--- src/rtl/stk_pipe_al_mp.sv ---
// stk_pipe_al_mp: banked free-pool pointer allocator.
//   Free pointers sit in one LIFO stack per bank, and each stack is a single-port SRAM.
//   An alloc in the ad stage returns a pointer in the lk stage. DEALLOC_N ports return pointers.
//   A returned pointer can bypass the stacks and go straight to a same-cycle alloc.
// Ports:
//   clk, arst_n        clock, async active-low reset
//   i_ad_alloc         alloc request
//   o_ad_busy_r        init in progress
//   o_ad_empty_r       free count is zero
//   o_ad_low_r         free count <= LOW_WM
//   o_lk_vld_r         lk-stage pointer valid
//   o_lk_ptr_w         lk-stage pointer {bank, line}
//   i_dealloc_vld/ptr  return ports; port k uses ptr bits [k*PTR_W +: PTR_W]
//   o_dealloc_rdy      per-port accept
//   o_free_cnt_r       free pointer count
//   o_err_r            sticky: [0] alloc underflow, [1] push to full bank

// One bank: a LIFO stack on a single-port SRAM.
// push_i and pop_i are never high together. Read data is registered.
module stk_pipe_al_mp_bank #(
  parameter int LINES  = 64,
  parameter int LINE_W = 6
) (
  input  logic              clk,
  input  logic              arst_n,
  input  logic              push_i,
  input  logic [LINE_W-1:0] push_line_i,
  input  logic              pop_i,
  output logic              full_o,
  output logic              nempty_o,
  output logic [LINE_W-1:0] dout_o
);
  logic [LINE_W-1:0] mem [LINES];
  logic [LINE_W:0]   sp_q;
  logic [LINE_W-1:0] dout_q;
  logic [LINE_W-1:0] top_idx;

  // This only wraps when sp_q == LINES, and then index LINES-1 is the right entry.
  assign top_idx  = sp_q[LINE_W-1:0] - 1'b1;
  assign full_o   = sp_q[LINE_W];
  assign nempty_o = |sp_q;
  assign dout_o   = dout_q;

  always_ff @(posedge clk)
    if (push_i) mem[sp_q[LINE_W-1:0]] <= push_line_i;

  always_ff @(posedge clk or negedge arst_n) begin
    if (!arst_n) begin
      sp_q   <= '0;
      dout_q <= '0;
    end else if (push_i) begin
      sp_q <= sp_q + 1'b1;
    end else if (pop_i) begin
      sp_q   <= sp_q - 1'b1;
      dout_q <= mem[top_idx];
    end
  end
endmodule

module stk_pipe_al_mp #(
  parameter  int BANKS_N      = 4,
  parameter  int BANK_LINES_N = 64,
  parameter  int DEALLOC_N    = 2,
  parameter  int LOW_WM       = 4,
  localparam int BNK_W        = $clog2(BANKS_N),
  localparam int LINE_W       = $clog2(BANK_LINES_N),
  localparam int PTR_W        = BNK_W + LINE_W,
  localparam int CNT_W        = $clog2(BANKS_N*BANK_LINES_N+1)
) (
  input  logic                       clk,
  input  logic                       arst_n,
  input  logic                       i_ad_alloc,
  output logic                       o_ad_busy_r,
  output logic                       o_ad_empty_r,
  output logic                       o_ad_low_r,
  output logic                       o_lk_vld_r,
  output logic [PTR_W-1:0]           o_lk_ptr_w,
  input  logic [DEALLOC_N-1:0]       i_dealloc_vld,
  input  logic [DEALLOC_N*PTR_W-1:0] i_dealloc_ptr,
  output logic [DEALLOC_N-1:0]       o_dealloc_rdy,
  output logic [CNT_W-1:0]           o_free_cnt_r,
  output logic [1:0]                 o_err_r
);
  typedef enum logic {ST_INIT, ST_RUN} st_e;

  st_e                             st_q;
  logic [LINE_W-1:0]               init_c_q;
  logic                            busy_q, empty_q, low_q;
  logic [CNT_W-1:0]                free_cnt_q, free_cnt_d;
  logic [1:0]                      err_q;
  logic [BNK_W-1:0]                rr_q;
  logic                            lk_vld_q, lk_byp_q;
  logic [PTR_W-1:0]                lk_byp_ptr_q;
  logic [BNK_W-1:0]                lk_bnk_q;

  logic                            run;
  logic [DEALLOC_N-1:0][BNK_W-1:0] d_bnk;
  logic [DEALLOC_N-1:0][LINE_W-1:0] d_line;
  logic [DEALLOC_N-1:0]            rdy, acc;
  logic                            any_acc, byp, pop_req, udf, ovf;
  int                              byp_idx;
  logic [PTR_W-1:0]                byp_ptr;
  logic [BANKS_N-1:0]              push_req, push_eff, pop_b, full, nempty;
  logic [BANKS_N-1:0][LINE_W-1:0]  push_line, bank_dout;
  logic [BNK_W-1:0]                gnt, idx;
  logic [CNT_W-1:0]                npush;

  assign run = (st_q == ST_RUN);

  for (genvar k = 0; k < DEALLOC_N; k++) begin : g_dp
    assign d_bnk[k]  = i_dealloc_ptr[k*PTR_W+LINE_W +: BNK_W];
    assign d_line[k] = i_dealloc_ptr[k*PTR_W +: LINE_W];
  end

  // A port is blocked by any lower-index valid port to the same bank.
  // A bank therefore gets at most one push per cycle.
  always_comb begin
    for (int k = 0; k < DEALLOC_N; k++) begin
      rdy[k] = run;
      for (int j = 0; j < k; j++)
        if (i_dealloc_vld[j] && d_bnk[j] == d_bnk[k]) rdy[k] = 1'b0;
    end
  end
  assign acc           = i_dealloc_vld & rdy;
  assign any_acc       = |acc;
  assign o_dealloc_rdy = rdy;

  // The lowest-index accepted return feeds an alloc in the same cycle.
  always_comb begin
    byp     = 1'b0;
    byp_idx = 0;
    byp_ptr = '0;
    for (int k = DEALLOC_N-1; k >= 0; k--)
      if (run && i_ad_alloc && acc[k]) begin
        byp     = 1'b1;
        byp_idx = k;
        byp_ptr = i_dealloc_ptr[k*PTR_W +: PTR_W];
      end
  end

  assign pop_req = run && i_ad_alloc && !any_acc && (free_cnt_q != '0);
  assign udf     = run && i_ad_alloc && !any_acc && (free_cnt_q == '0);

  // The round-robin search starts at rr_q.
  // A nonzero free count guarantees that some bank is non-empty.
  always_comb begin
    gnt = rr_q;
    idx = rr_q;
    for (int i = BANKS_N-1; i >= 0; i--) begin
      idx = rr_q + BNK_W'(i);
      if (nempty[idx]) gnt = idx;
    end
  end

  // Stack pushes per bank. During init every bank is fed the same line, counting down.
  always_comb begin
    for (int b = 0; b < BANKS_N; b++) begin
      push_req[b]  = !run;
      push_line[b] = LINE_W'(BANK_LINES_N-1) - init_c_q;
    end
    if (run)
      for (int k = 0; k < DEALLOC_N; k++)
        if (acc[k] && !(byp && k == byp_idx)) begin
          push_req[d_bnk[k]]  = 1'b1;
          push_line[d_bnk[k]] = d_line[k];
        end
  end

  assign push_eff = push_req & ~full;
  assign ovf      = |(push_req & full);
  assign pop_b    = pop_req ? (BANKS_N'(1) << gnt) : '0;

  always_comb begin
    npush = '0;
    for (int b = 0; b < BANKS_N; b++) npush = npush + CNT_W'(push_eff[b]);
  end
  assign free_cnt_d = free_cnt_q + npush - CNT_W'(pop_req);

  for (genvar b = 0; b < BANKS_N; b++) begin : g_bank
    stk_pipe_al_mp_bank #(.LINES(BANK_LINES_N), .LINE_W(LINE_W)) u_bank (
      .clk         (clk),
      .arst_n      (arst_n),
      .push_i      (push_eff[b]),
      .push_line_i (push_line[b]),
      .pop_i       (pop_b[b]),
      .full_o      (full[b]),
      .nempty_o    (nempty[b]),
      .dout_o      (bank_dout[b])
    );
  end

  always_ff @(posedge clk or negedge arst_n) begin
    if (!arst_n) begin
      st_q         <= ST_INIT;
      init_c_q     <= '0;
      busy_q       <= 1'b1;
      empty_q      <= 1'b1;
      low_q        <= 1'b1;
      free_cnt_q   <= '0;
      err_q        <= '0;
      rr_q         <= '0;
      lk_vld_q     <= 1'b0;
      lk_byp_q     <= 1'b0;
      lk_byp_ptr_q <= '0;
      lk_bnk_q     <= '0;
    end else begin
      if (st_q == ST_INIT) begin
        init_c_q <= init_c_q + 1'b1;
        if (init_c_q == LINE_W'(BANK_LINES_N-1)) begin
          st_q   <= ST_RUN;
          busy_q <= 1'b0;
        end
      end
      free_cnt_q <= free_cnt_d;
      empty_q    <= (free_cnt_d == '0);
      low_q      <= (free_cnt_d <= CNT_W'(LOW_WM));
      err_q      <= err_q | {ovf, udf};
      lk_vld_q   <= byp | pop_req;
      if (byp) begin
        lk_byp_q     <= 1'b1;
        lk_byp_ptr_q <= byp_ptr;
      end else if (pop_req) begin
        lk_byp_q <= 1'b0;
        lk_bnk_q <= gnt;
        rr_q     <= gnt + 1'b1;
      end
    end
  end

  assign o_ad_busy_r  = busy_q;
  assign o_ad_empty_r = empty_q;
  assign o_ad_low_r   = low_q;
  assign o_free_cnt_r = free_cnt_q;
  assign o_err_r      = err_q;
  assign o_lk_vld_r   = lk_vld_q;
  // A popped pointer takes its line straight from the SRAM read data in the lk cycle.
  assign o_lk_ptr_w   = lk_byp_q ? lk_byp_ptr_q : {lk_bnk_q, bank_dout[lk_bnk_q]};
endmodule

--- config.mk ---
export PLATFORM = sky130hd
export DESIGN_NAME = stk_pipe_al_mp
export DESIGN_NICKNAME = d
export VERILOG_FILES = /design/src/rtl/stk_pipe_al_mp.sv
export SDC_FILE = /design/constraint.sdc
export NUM_CORES = 2
export LEC_CHECK = 0
export ABC_AREA = 1
export ABC_CLOCK_PERIOD_IN_PS = 4400
export BUFFER_PORTS_ARGS = -buffer_cell sky130_fd_sc_hd__buf_2
export CELL_PAD_IN_SITES_DETAIL_PLACEMENT = 1
export CELL_PAD_IN_SITES_GLOBAL_PLACEMENT = 1
export CORE_ASPECT_RATIO = 1.4
export CORE_MARGIN = 3
export CORE_UTILIZATION = 51
export DETAILED_ROUTE_END_ITERATION = 8
export PLACE_DENSITY = 0.89
export SLEW_MARGIN = 10
export SYNTH_ARGS = -nofsm -noshare
export SYNTH_HDL_FRONTEND = slang
export SYNTH_HIERARCHICAL = 1
export SYNTH_SLANG_ARGS = --single-unit
export TNS_END_PERCENT = 5
--- constraint.sdc ---
create_clock -name clk -period 4.4 [get_ports clk]
set_input_delay 1.1 -clock clk [delete_from_list [all_inputs] [get_ports clk]]
set_output_delay 1.1 -clock clk [all_outputs]
set_load 0.01 [all_outputs]
# Yosys cells after proc, flatten, opt, wreduce, memory -nomap -nowiden
# Memory sizes are Yosys's and may differ from the RTL's. A register that Yosys moved wholly into a read port is not among the register bits.
# Index checks and enable logic that the tools add are counted.
[classes]
n_shift = 1
n_reduce_logical = 42
n_bitwise = 14
n_lt_le_gt_ge = 10
n_eq_ne = 3
n_addsub = 23
muxes = 61
[op_table]
columns = ["operator", "n"]
rows = [
  ["$mux W24", 4],
  ["$mux W7", 8],
  ["$bwmux W24", 2],
  ["$eq A2 B32 Y1 const A", 1],
  ["$logic_not A32 Y1", 1],
  ["$mux W32", 1],
  ["$add A7 B1 Y7 const B", 4],
  ["$reduce_or A7 Y1", 4],
  ["$sub A7 B1 Y7 const B", 4],
  ["$demux W6 S2", 2],
  ["$mux W8", 3],
  ["$sub A6 B1 Y6 const B", 4],
  ["$mux W1", 22],
  ["$lt A2 B3 Y1 const B", 7],
  ["$mux W4", 5],
  ["$logic_not A9 Y1", 2],
  ["$mux W6", 3],
  ["$logic_and A1 B1 Y1", 13],
  ["$bmux W6 S2", 1],
  ["$reduce_and A2 Y1", 6],
  ["$reduce_bool A2 Y1", 5],
  ["$add A9 B4 Y9", 1],
  ["$le A9 B3 Y1 const B", 1],
  ["$reduce_bool A9 Y1", 1],
  ["other kinds (25)", 49],
]
[totals]
word_cells = 174
n_memories = 4
ram_bits = 1536
in_bits = 21
ff_bits = 63
out_inout_bits = 25
[mem_list]
columns = ["memory", "depth", "word_bits", "read_ports", "rd_clocked_by_memory_dff", "wr", "line_no", "rtl"]
rows = [
  ["g_bank[0].u_bank.mem", 64, 6, 1, 1, 1, "33", "logic [LINE_W-1:0] mem [LINES];"],
  ["g_bank[1].u_bank.mem", 64, 6, 1, 1, 1, "33", ""],
  ["g_bank[2].u_bank.mem", 64, 6, 1, 1, 1, "33", ""],
  ["g_bank[3].u_bank.mem", 64, 6, 1, 1, 1, "33", ""],
]

# Longest topological paths before layout
[logic_depth]
depth_word = 23
depth_mapped = 26

# By module
# Netlist, hierarchy kept.
[by_module_without_submodules]
columns = ["mod", "cells_each", "seq_area_each_um2", "n_inst", "area_per_inst_um2"]
rows = [
  ["stk_pipe_al_mp_bank (g_bank[1].u_bank ...)", 1639, 11856.4, 3, 17255.3],
  ["stk_pipe_al_mp_bank (g_bank[0].u_bank)", 1639, 11856.4, 1, 17259.1],
  ["stk_pipe_al_mp", 562, 879.6, 1, 3606.0],
]

# Worst setup path before layout
# No wires, ideal clock.
[synth_timing]
path_type = "input port to flip-flop"
startpoint = "input i_dealloc_vld[1]"
endpoint = "register empty_q (netlist: o_ad_empty_r)"
t_arrival_ns = 4.391
path_buffers = 2
path_slack_ns = -0.058
path_stages = 18
setup_ns = 0.068
cell_sequence = "buf_4 -> nand4_2 -> buf_2 -> nand4_1 -> a21oi_1 -> inv_1 -> ha_1 -> fa_1 -> fa_1 -> fa_1 -> inv_1 -> nand3_1 -> nand2_1 -> xor2_1 -> nand2_1 -> nor2_1 -> nand4_1 -> nor2_1"
[synth_via]
elab_chain_len = 20
elab_cells_between_ends = 30
classes_between = "add/sub: 5; eq/ne: 1; mux: 8; bitwise: 3; reduce/logical: 13"
[synth_lines]
columns = ["element", "line_no", "rtl"]
rows = [
  ["from (decl)", "78", "input logic [DEALLOC_N-1:0] i_dealloc_vld,"],
  ["$and A2 B2 Y2 (*)", "124", "assign acc = i_dealloc_vld & rdy;"],
  ["$logic_and A1 B1 Y1", "134", "if (run && i_ad_alloc && acc[k]) begin"],
  ["$mux W1", "134", ""],
  ["$mux W32", "134", ""],
  ["$logic_not A32 Y1", "163", "if (acc[k] && !(byp && k == byp_idx)) begin"],
  ["$logic_and A1 B1 Y1", "163", ""],
  ["$logic_not A1 Y1", "163", ""],
  ["$logic_and A1 B1 Y1", "163", ""],
  ["(+5 left out)", "-", ""],
  ["$and A4 B4 Y4 (*)", "169", "assign push_eff = push_req & ~full;"],
  ["net push_eff[0]", "103", "logic [BANKS_N-1:0] push_req, push_eff, pop_b, full, nempty;"],
  ["$add A1 B1 Y2 (*)", "175", "for (int b = 0; b < BANKS_N; b++) npush = npush + CNT_W'(push_eff[b]);"],
  ["$add A2 B1 Y3 (*)", "175", ""],
  ["$add A3 B1 Y4 (*)", "175", ""],
  ["$add A9 B4 Y9 (*)", "177", "assign free_cnt_d = free_cnt_q + npush - CNT_W'(pop_req);"],
  ["$sub A9 B1 Y9 (*)", "177", ""],
  ["$logic_not A9 Y1 (*)", "215", "empty_q <= (free_cnt_d == '0);"],
  ["to (signal assigned)", "215", ""],
  ["to (decl)", "88", "logic busy_q, empty_q, low_q;"],
]
# Mark *: on every way through the listed nets, which the timed path passes. The rest lies on a longest branch. The select of a mux whose other input is x is not followed.
# A chain may end at the register's enable or synchronous reset.

# Worst setup path after layout
[layout_timing]
startpoint = "register free_cnt_q[6] (netlist: o_free_cnt_r[6])"
endpoint = "register low_q (netlist: o_ad_low_r)"
[layout_via]
elab_chain_len = 4
elab_cells_between_ends = 5
classes_between = "add/sub: 2; order compare: 1; reduce/logical: 2"
[layout_lines]
columns = ["element", "line_no", "rtl"]
rows = [
  ["from (decl)", "89", "logic [CNT_W-1:0] free_cnt_q, free_cnt_d;"],
  ["from (signal assigned)", "214", "free_cnt_q <= free_cnt_d;"],
  ["branches (longest 2 deep; another with $add A9 B4 Y9)", "-", ""],
  ["$sub A9 B1 Y9 (*)", "177", ""],
  ["$le A9 B3 Y1 (*)", "216", "low_q <= (free_cnt_d <= CNT_W'(LOW_WM));"],
  ["to (signal assigned)", "216", ""],
  ["to (decl)", "88", ""],
]
# Every way passes the cells marked *.

==> impl_metrics.ini <==
[setup_path]
r2r-end = o_ad_low_r$_DFF_PN1_
startpoint_type = register
r2r_cells = 18
r2r_start = o_free_cnt_r[6]$_DFF_PN0_
crit_path_max_fanout = 3
cp.required_ns = 5.12
arrival_ns = 4.96
endpoint_kind = register
path_class = register to register
r2r_setup_slack_ns = 0.16

[timing]
slew_headroom_pct = 14.17
finClkSkew_ns = 0.02790
rsz0062_at_grt = no
hold_viol_final = 0
maxSlewViolCount = 0
fin_crit_ns = 4.240
fin_crit_sh_pct = 96.36
tightest_slew_ns = 1.285
fmaxAchievable_ghz = 0.2359
hold_ws_ns = 0.2436
setup_violations = 0

[logic_synthesis]
netlist_instances = 7118
synth-edff-count = 1536
netlist_area_um2 = 72630
synth_area_leaders = edfxtp_1 64%, nand2_1 12%, nand3_1 7.1%, inv_1 3.4%, nor2_1 3.3%
synth_nets = 7193
synth_top_cell_by_area = edfxtp_1
synthTopCellsByCount = 2324 x nand2_1, 1536 x edfxtp_1, 1034 x nand3_1, 663 x inv_1, 635 x nor2_1
yosysMostFrequentCell = nand2_1
synth_cell_type_count = 49
ys_seq_area_share_pct = 66.51
ys_async_sr_fraction_pct = 5.360
synth_ff_type = edfxtp_1
synth-seq-cells = 1623
synth_top_area_share_pct = 63.50
avgSynthCellArea_um2 = 10.20
yosys_warnings = 6

[floorplan]
row_count = 163
die_x_um = 324.9
die_area_um2 = 147000
core_um2 = 141100
ios = 46
die_y_um = 452.5
initial_utilization_pct = 51.46

[cts]
htreeDepth = 4
cts_setup_buffers = 0
ctsHoldBuffers = 0
numCtsBuffers = 151
clk_pin_slew_ns = 0.07
cts_tree = done
clock_latency_ns = 0.82
cts_root_buf = clkbuf_16
cts_max_path_buffers = 3
cts_sinks = 1623

[global_routing]
grt_pass1_wl_um = 353700
grt_usage_pct = 31.44
grt_pass1_vias = 59490
grt_antenna_before_repair = 19
grt-ovfl-total = 0
grt_max_degree = 197

[drt]
wire_per_inst_um = 25.25
drc_errors = 0
drt_first_pass_iters = 7
drt_iter0_drc = 5952
antenna_left = 0
routed_via_density = 5.943
routed_wl_um = 233500
dr_total_vias = 54960

[cells_and_area]
final_area_um2 = 80550
nets = 7290
syn2layout_area_growth_pct = 10.91
drive_gt1_share_pct = 8.827
instances_no_fill = 9248

[placement]
dp_hpwl_um = 138700
placed_cell_area_um2 = 75640
gp_congestion = 0.8879
io_buffers = 45
place_inst = 8959

[power_and_ir_drop]
p_leak_nw = 32.47
p_per_area_nw_per_um2 = 478.2
design_power_total_mw = 38.53
max-vdd-ir-drop_uv = 593.9

[run_status]
status = complete, no violations

[worst_hold_path]
hold_class = input pin to async pin

[run]
max_cap_viol_count = 0
==> critical path: stages, from the launching register on <==
cell and delay (ns):
dfrtp_1 0.45, inv_1 0.13, ha_1 0.16, nand2_1 0.08, nor3b_1 0.24, and2_2 0.29, nor2_8 0.06, ha_1 0.30
fa_1 0.46, fa_1 0.42, fa_1 0.41, inv_1 0.10, nand3_1 0.08, nand2_1 0.13, xor2_1 0.22, nand2_1 0.09
nor2_1 0.17, nand4_1 0.14, nor2_1 0.23
==> report_power, final <==
part | internal [mW] | switching, mW
Sequential | 16.9 | 0.222
Combinational | 2.26 | 5.96
Clock | 7.27 | 5.90
==> area by class of cell <==
type	count	area [um2]
fill	15180	60580
timing repair buffer	295	2509
clock inverter	88	720.7
multi-input combinational	4451	19820
clock buffer	191	4169
inverter	693	2619
sequential	1623	48320
antenna	10	25.02
tap	1897	2374
==> through the flow <==
stage	utilization, %	TNS (ns)	setup slack, ns
after floorplan	-	0	0.02079
after global placement	53.59	-0.4614	-0.2320
after detailed placement	53.59	-0.7350	-0.2900
after CTS	57.06	0	0.1813
after global routing	57.06	0	0.03202
final	57.08	0	0.1602
==> worst max path at each step <==
stage / startpoint / to / cells after the start
global placement: i_dealloc_ptr[15] / o_ad_empty_r$_DFF_PN1_ / 21
global route: g_bank[2].u_bank/sp_q[1]$_DFFE_PN0P_ / g_bank[1].u_bank/dout_o[1]$_DFFE_PN0P_ / 21
CTS: o_free_cnt_r[6]$_DFF_PN0_ / o_ad_low_r$_DFF_PN1_ / 18
detailed placement: i_dealloc_ptr[15] / o_ad_empty_r$_DFF_PN1_ / 21
finish: o_free_cnt_r[6]$_DFF_PN0_ / o_ad_low_r$_DFF_PN1_ / 18
floorplan: i_dealloc_vld[1] / o_ad_empty_r$_DFF_PN1_ / 18
==> cell usage in the layout (no fill, tap or decap), drive strengths merged, types with 2 or more instances in the layout <==
cell type / count
nand2: 2342
fa: 7
xor2: 29
o211ai: 9
ha: 47
xnor2: 8
o22ai: 8
a21boi: 2
nand4: 13
clkinvlp: 10
o21ai: 246
bufinv: 9
inv: 696
diode: 10
buf: 295
dfrtp: 84
nand3: 1042
a31oi: 8
a21oi: 29
dfstp: 3
nor2: 648
edfxtp: 1536
or4: 4
clkbuf: 191
clkinv: 66
==> cells by family after synthesis <==
group / count (synthesis) / share of synthesized area [%]
DFF: 1623 / 66.51
adders and majority gates: 54 / 1.003
xor gates and xnor gates: 37 / 0.4875
and+or+nand+nor: 4055 / 23.18
buffers and inverters: 1044 / 6.598
AOI/OAI and AO/OA: 305 / 2.229
==> what timing repair did <==
item                                    CTS  global route
endpoints found under the setup margin    0             1
gates resized for setup                   0             1
endpoints found under the hold margin     0             0
==> layer usage <==
layer	part of all wire (%)	vias to the layer above	GRT usage [%]
met3	7.9	1007	5.952
met4	6.6	12	19.46
met1	35	27270	35.84
met5	0.031	-	0
met2	50	2937	54.78
li1	-	23740	-
==> sequential cells by signal (all words and copies together), names as in the netlist <==
register / cells
g_bank.u_bank/dout_o: 24
init_c_q: 6
o_ad_empty_r: 1
run: 1
o_ad_low_r: 1
lk_bnk_q: 2
o_free_cnt_r: 9
o_err_r: 2
lk_byp_ptr_q: 8
o_ad_busy_r: 1
lk_byp_q: 1
g_bank.u_bank/sp_q: 28
g_bank.u_bank/mem: 1536
o_lk_vld_r: 1
rr_q: 2
No activity file was read; power rests on OpenSTA's default activity.
